`config.mk`:
```
export PLATFORM = sky130hd
export DESIGN_NAME = store_port_arbiter
export DESIGN_NICKNAME = d
export VERILOG_FILES = /design/src/rtl/store_port_arbiter.sv
export SDC_FILE = /design/constraint.sdc
export NUM_CORES = 1
export LEC_CHECK = 0
export ABC_AREA = 1
export CORE_AREA = 2 2 156 158
export CTS_CLUSTER_DIAMETER = 200
export DETAILED_ROUTE_END_ITERATION = 8
export DIE_AREA = 0 0 158 160
export GPL_TIMING_DRIVEN = 1
export SLEW_MARGIN = 20
export SYNTH_ARGS = -nofsm -noshare
export SYNTH_HDL_FRONTEND = slang
export SYNTH_SLANG_ARGS = --single-unit
export TNS_END_PERCENT = 5
```
`constraint.sdc`:
```
create_clock -name clk_i -period 4.4 [get_ports clk_i]
set_clock_uncertainty 0.1 [all_clocks]
set_input_delay 0.44 -clock clk_i [delete_from_list [all_inputs] [get_ports clk_i]]
set_output_delay 0.44 -clock clk_i [all_outputs]
set_load 0.02 [all_outputs]
```
`src/rtl/store_port_arbiter.sv`:
```
// -----------------------------------------------------------------------------
// store_port_arbiter
//
// Shares the single data-cache write request port between NUM_PORTS store-side
// requesters (store buffer commit queue, AMO unit, CMO/flush unit). A winner is
// picked combinationally and presented to the D$ in the same cycle. If the D$
// does not grant immediately, the selection is locked until it does. After
// every grant the round-robin pointer moves to the port after the granted one.
// flush_i stops new arbitrations but never breaks an existing lock.
//
// Build option:
//   STORE_ARB_FIXED_PRIO_EN  defined   -> fixed priority, port 0 highest, and
//                                          no round-robin pointer.
//                            undefined -> round-robin (default).
//
// Ports:
//   clk_i, rst_ni        clock, asynchronous active-low reset
//   flush_i              blocks new arbitrations; a locked request completes
//   req_i / gnt_o        per-requester request / one-hot-or-zero grant
//   addr_i, wdata_i,     packed per-requester payload, port k at slice k
//   be_i, size_i
//   dc_req_o, dc_gnt_i   request to / grant from the D$
//   dc_addr_o, dc_wdata_o, dc_be_o, dc_size_o   payload of the selected port
//   sel_idx_o            index of the selected requester (0 when no request)
//   busy_o               high while a selection is locked
// -----------------------------------------------------------------------------
module store_port_arbiter #(
   parameter int unsigned NUM_PORTS = 2,
   // Matches riscv::PLEN of the Sv39 configuration.
   parameter int unsigned ADDR_W    = 56,
   parameter int unsigned DATA_W    = 64,
   localparam int unsigned BE_W     = DATA_W / 8,
   localparam int unsigned IDX_W    = (NUM_PORTS > 1) ? $clog2(NUM_PORTS) : 1
) (
   input  logic                        clk_i,
   input  logic                        rst_ni,
   input  logic                        flush_i,
   input  logic [NUM_PORTS-1:0]        req_i,
   output logic [NUM_PORTS-1:0]        gnt_o,
   input  logic [NUM_PORTS*ADDR_W-1:0] addr_i,
   input  logic [NUM_PORTS*DATA_W-1:0] wdata_i,
   input  logic [NUM_PORTS*BE_W-1:0]   be_i,
   input  logic [NUM_PORTS*2-1:0]      size_i,
   output logic                        dc_req_o,
   input  logic                        dc_gnt_i,
   output logic [ADDR_W-1:0]           dc_addr_o,
   output logic [DATA_W-1:0]           dc_wdata_o,
   output logic [BE_W-1:0]             dc_be_o,
   output logic [1:0]                  dc_size_o,
   output logic [IDX_W-1:0]            sel_idx_o,
   output logic                        busy_o
);

   typedef enum logic {
      S_IDLE,
      S_LOCKED
   } state_e;

   state_e             r_state;
   logic [IDX_W-1:0]   r_lock_idx;
`ifndef STORE_ARB_FIXED_PRIO_EN
   logic [IDX_W-1:0]   r_rr_ptr;
`endif

   logic [IDX_W-1:0]   w_win_lo;
   logic [IDX_W-1:0]   w_win_hi;
   logic               w_found_hi;
   logic [IDX_W-1:0]   w_winner;
   logic [IDX_W-1:0]   w_sel;
   logic               w_locked;
   logic               w_dc_req;
   logic               w_grant;

`ifndef STORE_ARB_FIXED_PRIO_EN
   function automatic logic [IDX_W-1:0] f_next(input logic [IDX_W-1:0] idx);
      return (idx == IDX_W'(NUM_PORTS - 1)) ? '0 : idx + IDX_W'(1);
   endfunction
`endif

   // Winner search. w_win_lo is the lowest set request overall; w_win_hi is the
   // lowest set request at or above the pointer. Taking w_win_hi when it exists
   // and w_win_lo otherwise is the wrapping search without any modulo logic.
   always_comb begin
      // NOTE: every variable gets a default before any conditional assignment,
      //       so no path leaves it unassigned and no latch is inferred.
      w_win_lo   = '0;
      w_win_hi   = '0;
      w_found_hi = 1'b0;
      for (int j = int'(NUM_PORTS) - 1; j >= 0; j--) begin
         if (req_i[j]) begin
            w_win_lo = IDX_W'(j);
`ifndef STORE_ARB_FIXED_PRIO_EN
            if (IDX_W'(j) >= r_rr_ptr) begin
               w_win_hi   = IDX_W'(j);
               w_found_hi = 1'b1;
            end
`endif
         end
      end
      w_winner = w_found_hi ? w_win_hi : w_win_lo;
   end

   assign w_locked = (r_state == S_LOCKED);
   assign w_sel    = w_locked ? r_lock_idx : w_winner;

   // Qualifying with rst_ni drops the combinational outputs as soon as reset
   // asserts, even while requesters still hold their requests.
   assign w_dc_req = rst_ni && (w_locked || ((|req_i) && !flush_i));
   assign w_grant  = w_dc_req && dc_gnt_i;

   assign dc_req_o  = w_dc_req;
   assign busy_o    = w_locked;
   assign sel_idx_o = rst_ni ? w_sel : '0;

   // Payload mux and grant decode.
   always_comb begin
      dc_addr_o  = '0;
      dc_wdata_o = '0;
      dc_be_o    = '0;
      dc_size_o  = '0;
      gnt_o      = '0;
      for (int j = 0; j < int'(NUM_PORTS); j++) begin
         if (w_sel == IDX_W'(j)) begin
            dc_addr_o  = addr_i[j*ADDR_W +: ADDR_W];
            dc_wdata_o = wdata_i[j*DATA_W +: DATA_W];
            dc_be_o    = be_i[j*BE_W +: BE_W];
            dc_size_o  = size_i[j*2 +: 2];
            gnt_o[j]   = w_grant;
         end
      end
   end

   // Control FSM. The pointer and lock index only advance on accepted cycles.
   // NOTE: state registers use non-blocking assignments so every register
   //       samples values from before the clock edge, independent of order.
   always_ff @(posedge clk_i or negedge rst_ni) begin
      if (!rst_ni) begin
         r_state    <= S_IDLE;
         r_lock_idx <= '0;
`ifndef STORE_ARB_FIXED_PRIO_EN
         r_rr_ptr   <= '0;
`endif
      end else begin
         case (r_state)
            S_IDLE: begin
               if (w_dc_req) begin
                  if (dc_gnt_i) begin
`ifndef STORE_ARB_FIXED_PRIO_EN
                     r_rr_ptr <= f_next(w_winner);
`endif
                  end else begin
                     r_lock_idx <= w_winner;
                     r_state    <= S_LOCKED;
                  end
               end
            end
            S_LOCKED: begin
               if (dc_gnt_i) begin
`ifndef STORE_ARB_FIXED_PRIO_EN
                  r_rr_ptr <= f_next(r_lock_idx);
`endif
                  r_state  <= S_IDLE;
               end
            end
            default: r_state <= S_IDLE;
         endcase
      end
   end

`ifndef SYNTHESIS
   // A requester must hold its request until it has been granted.
   for (genvar k = 0; k < int'(NUM_PORTS); k++) begin : g_req_hold
      a_req_hold: assert property (@(posedge clk_i) disable iff (!rst_ni)
                                   (req_i[k] && !gnt_o[k]) |=> req_i[k]);
   end
`endif

endmodule

```
==> reports/metrics.cfg <==
[synth]
ys_types=15
yosysWarnings=0
synth_top_area_share_pct=82.38
yosysSeqAreaShare_pct=4.129
netlist_instances=448
synth_largest_area_cell=nand2_1
syn_nets=714
ys_seq_elements=3
synth_area_per_cell_um2=4.058
synth_area_um2=1818
synth_top_cells_by_area=nand2_1 82%, buf_2 4.1%, dfrtp_1 4.1%

[setup_path]
criticalPathCategory=input port to output port
end_kind=output port
slowest_stage=clkdlybuf4s50_1
path_buf_inv=4
max_stage_delay_ps=590
critPathRequiredTime_ps=3860
crit_chain=clkdlybuf4s50_1 > nand2_1 > nand2_1 > nand2_1 > nand2_4 > inv_4 > buf_4 > nand2_1 > nand2_1 > clkdlybuf4s50_1
startpoint_type=input port
cpMostUsedCell=nand2_1
crit_fanout=59
worstPathArrival_ps=2780
critPathTopFamily=buffers and inverters

[flow_run]
drv_cap=0

[final_layout]
multiInputGateArea_um2=1568
diodes=0
syn_to_final_growth_pct=241.4
fin_cells=1152
nets=1095
fillCellCount=2692
layout-drive-gt1-share_pct=1.208
register_area_um2=75.07

[clocking]
cts_resized=0
cts_setup_buffers=0
path_clk_slew_ps=30
cts_tree=done
numCtsBuffers=3
cts_buffer_depth=2
root_buffer=clkbuf_16
insertion_delay_ps=220
ctsHoldBuffers=0
clock-sinks=3
htreeDepth=1

[drt]
wl_met2_um=7134
initialDrtViolationCount=125
via_per_inst=3.437
wl_per_cell_um=12.35
vias=3959
routed_wl_um=14220
drc=0
detail-route-antenna-nets=0
top_layer_used=met4
first_pass_iters=4
wl_met3_um=1747
met1_length_um=5070

[placement]
place_congestion=0.7911
dp_hpwl_um=11950
dp.cells=1148
port_buffers=400
dp_slack_ps=1012

[timing]
drv_slew=0
max_freq_ghz=0.3009
layout_min_cycle_time_ps=3324
slew_headroom_pct=59.35
hold_viol_final=0
setup_viol=0
fin_crit_sh_pct=75.54
rsz0062_at_grt=false
setup_tns_ps=0
worstMarginPinSlew_ps=609.8
fin_ws_ps=1076
timing.hold.ws_ps=329.0

[hold_path]
hold_path.class=input port to async pin

[grt]
grt.total_usage_pct=10.03
grt_pass1_vias=3956
antenna_found_initial=0
grt_max_degree=134
grt_first_pass_wirelength_um=19830
grt.overflow.total=0

[status]
run_status=finished clean

[floorplan]
die_x_um=158
core_area_um2=23820
rows=57
die_h_um=160
ios=401
die-area_um2=25280
start_util_pct=7.632

[pwr]
leakagePower_uw=0.002875
power_density_nw_per_um2=268.9
vdd_drop_max_uv=122.5

-- per-layer routing --
layer / track usage (%) / vias up
li1: - / 2080
met1: 9.747 / 1627
met2: 19.92 / 242
met3: 3.474 / 10
met4: 2.170 / 0
met5: 0 / -
-- worst reg2reg max path, delay by kind of cell, from the launching register on --
kind	cells	cell delay (ps)
DFF	1	400
and+or+nand+nor	4	610
buffers and inverters	2	490
-- placed cells by master (no fill, tap or decap), drive strengths merged --
cell,instances
nand2,400
or2,1
o21ai,3
nand3,2
o21bai,1
a21oi,1
buf,4
clkbuf,4
clkdlybuf4s50,400
inv,5
nor2,4
dfrtp,3
-- power by group --
group	switching [µW]	total, µW	leakage [µW]	internal (µW)
logic	762	1490	0.00280	726
clock network	23.2	143	0.0000382	119
registers	4.05	38.5	0.0000382	34.5
total	789	1670	0.00287	880
-- per-stage QoR --
step / utilization, % / total power, µW / area [µm²]
global route: 26.06 / 1799 / 6207
CTS: 26.06 / 1699 / 6207
detailed placement: 25.73 / 1547 / 6128
finish: 26.06 / 1669 / 6207
global placement: 25.73 / 1546 / 6128
floorplan: - / 735.0 / 1818
-- state kept, by name, summed over array words and instances, names as in the netlist --
name,count
busy_o,1
r_rr_ptr,1
r_lock_idx,1
-- layout make-up --
class	count	share of cell area, %
repair buffers	404	65.39
well taps	324	6.531
inverters	5	0.3427
multi-input cells	412	25.26
clock buffers	4	1.270
flip-flops and latches	3	1.209
-- cells in the mapped netlist --
cell type  number
inv_2           2
nand2_2         1
o21ai_0         3
o21bai_1        1
nand2_1       399
inv_1           3
nand3_1         2
nor2_1          4
or2_1           1
buf_2          15
clkbuf_1        4
a21oi_1         1
buf_6           1
dfrtp_1         3
buf_4           8
-- path summary, 6_finish.rpt --
| path | from | end | slack, ps | cells past startpoint |
|---|---|---|---|---|
| hold / removal | rst_ni | busy_o | 330 | 1 |
| max in group asynchronous | rst_ni | r_lock_idx | 3700 | 1 |
| min in group clk_i | r_rr_ptr | r_rr_ptr | 360 | 2 |
| setup reg to reg | busy_o | r_rr_ptr | 2740 | 6 |
| hold reg to reg | r_rr_ptr | r_rr_ptr | 360 | 2 |
| setup / recovery | req_i[0] | dc_wdata_o[31] | 1080 | 10 |
-- cell families (layout without fill, tap and decap cells) --
logic type | Yosys count | count (layout) | share of synthesized area (%)
and+or+nand+nor | 407 | 407 | 84.45
buffers and inverters | 33 | 413 | 9.910
AOI/OAI and AO/OA | 5 | 5 | 1.514
DFF | 3 | 3 | 4.129
(Power assumes the default switching activity.)
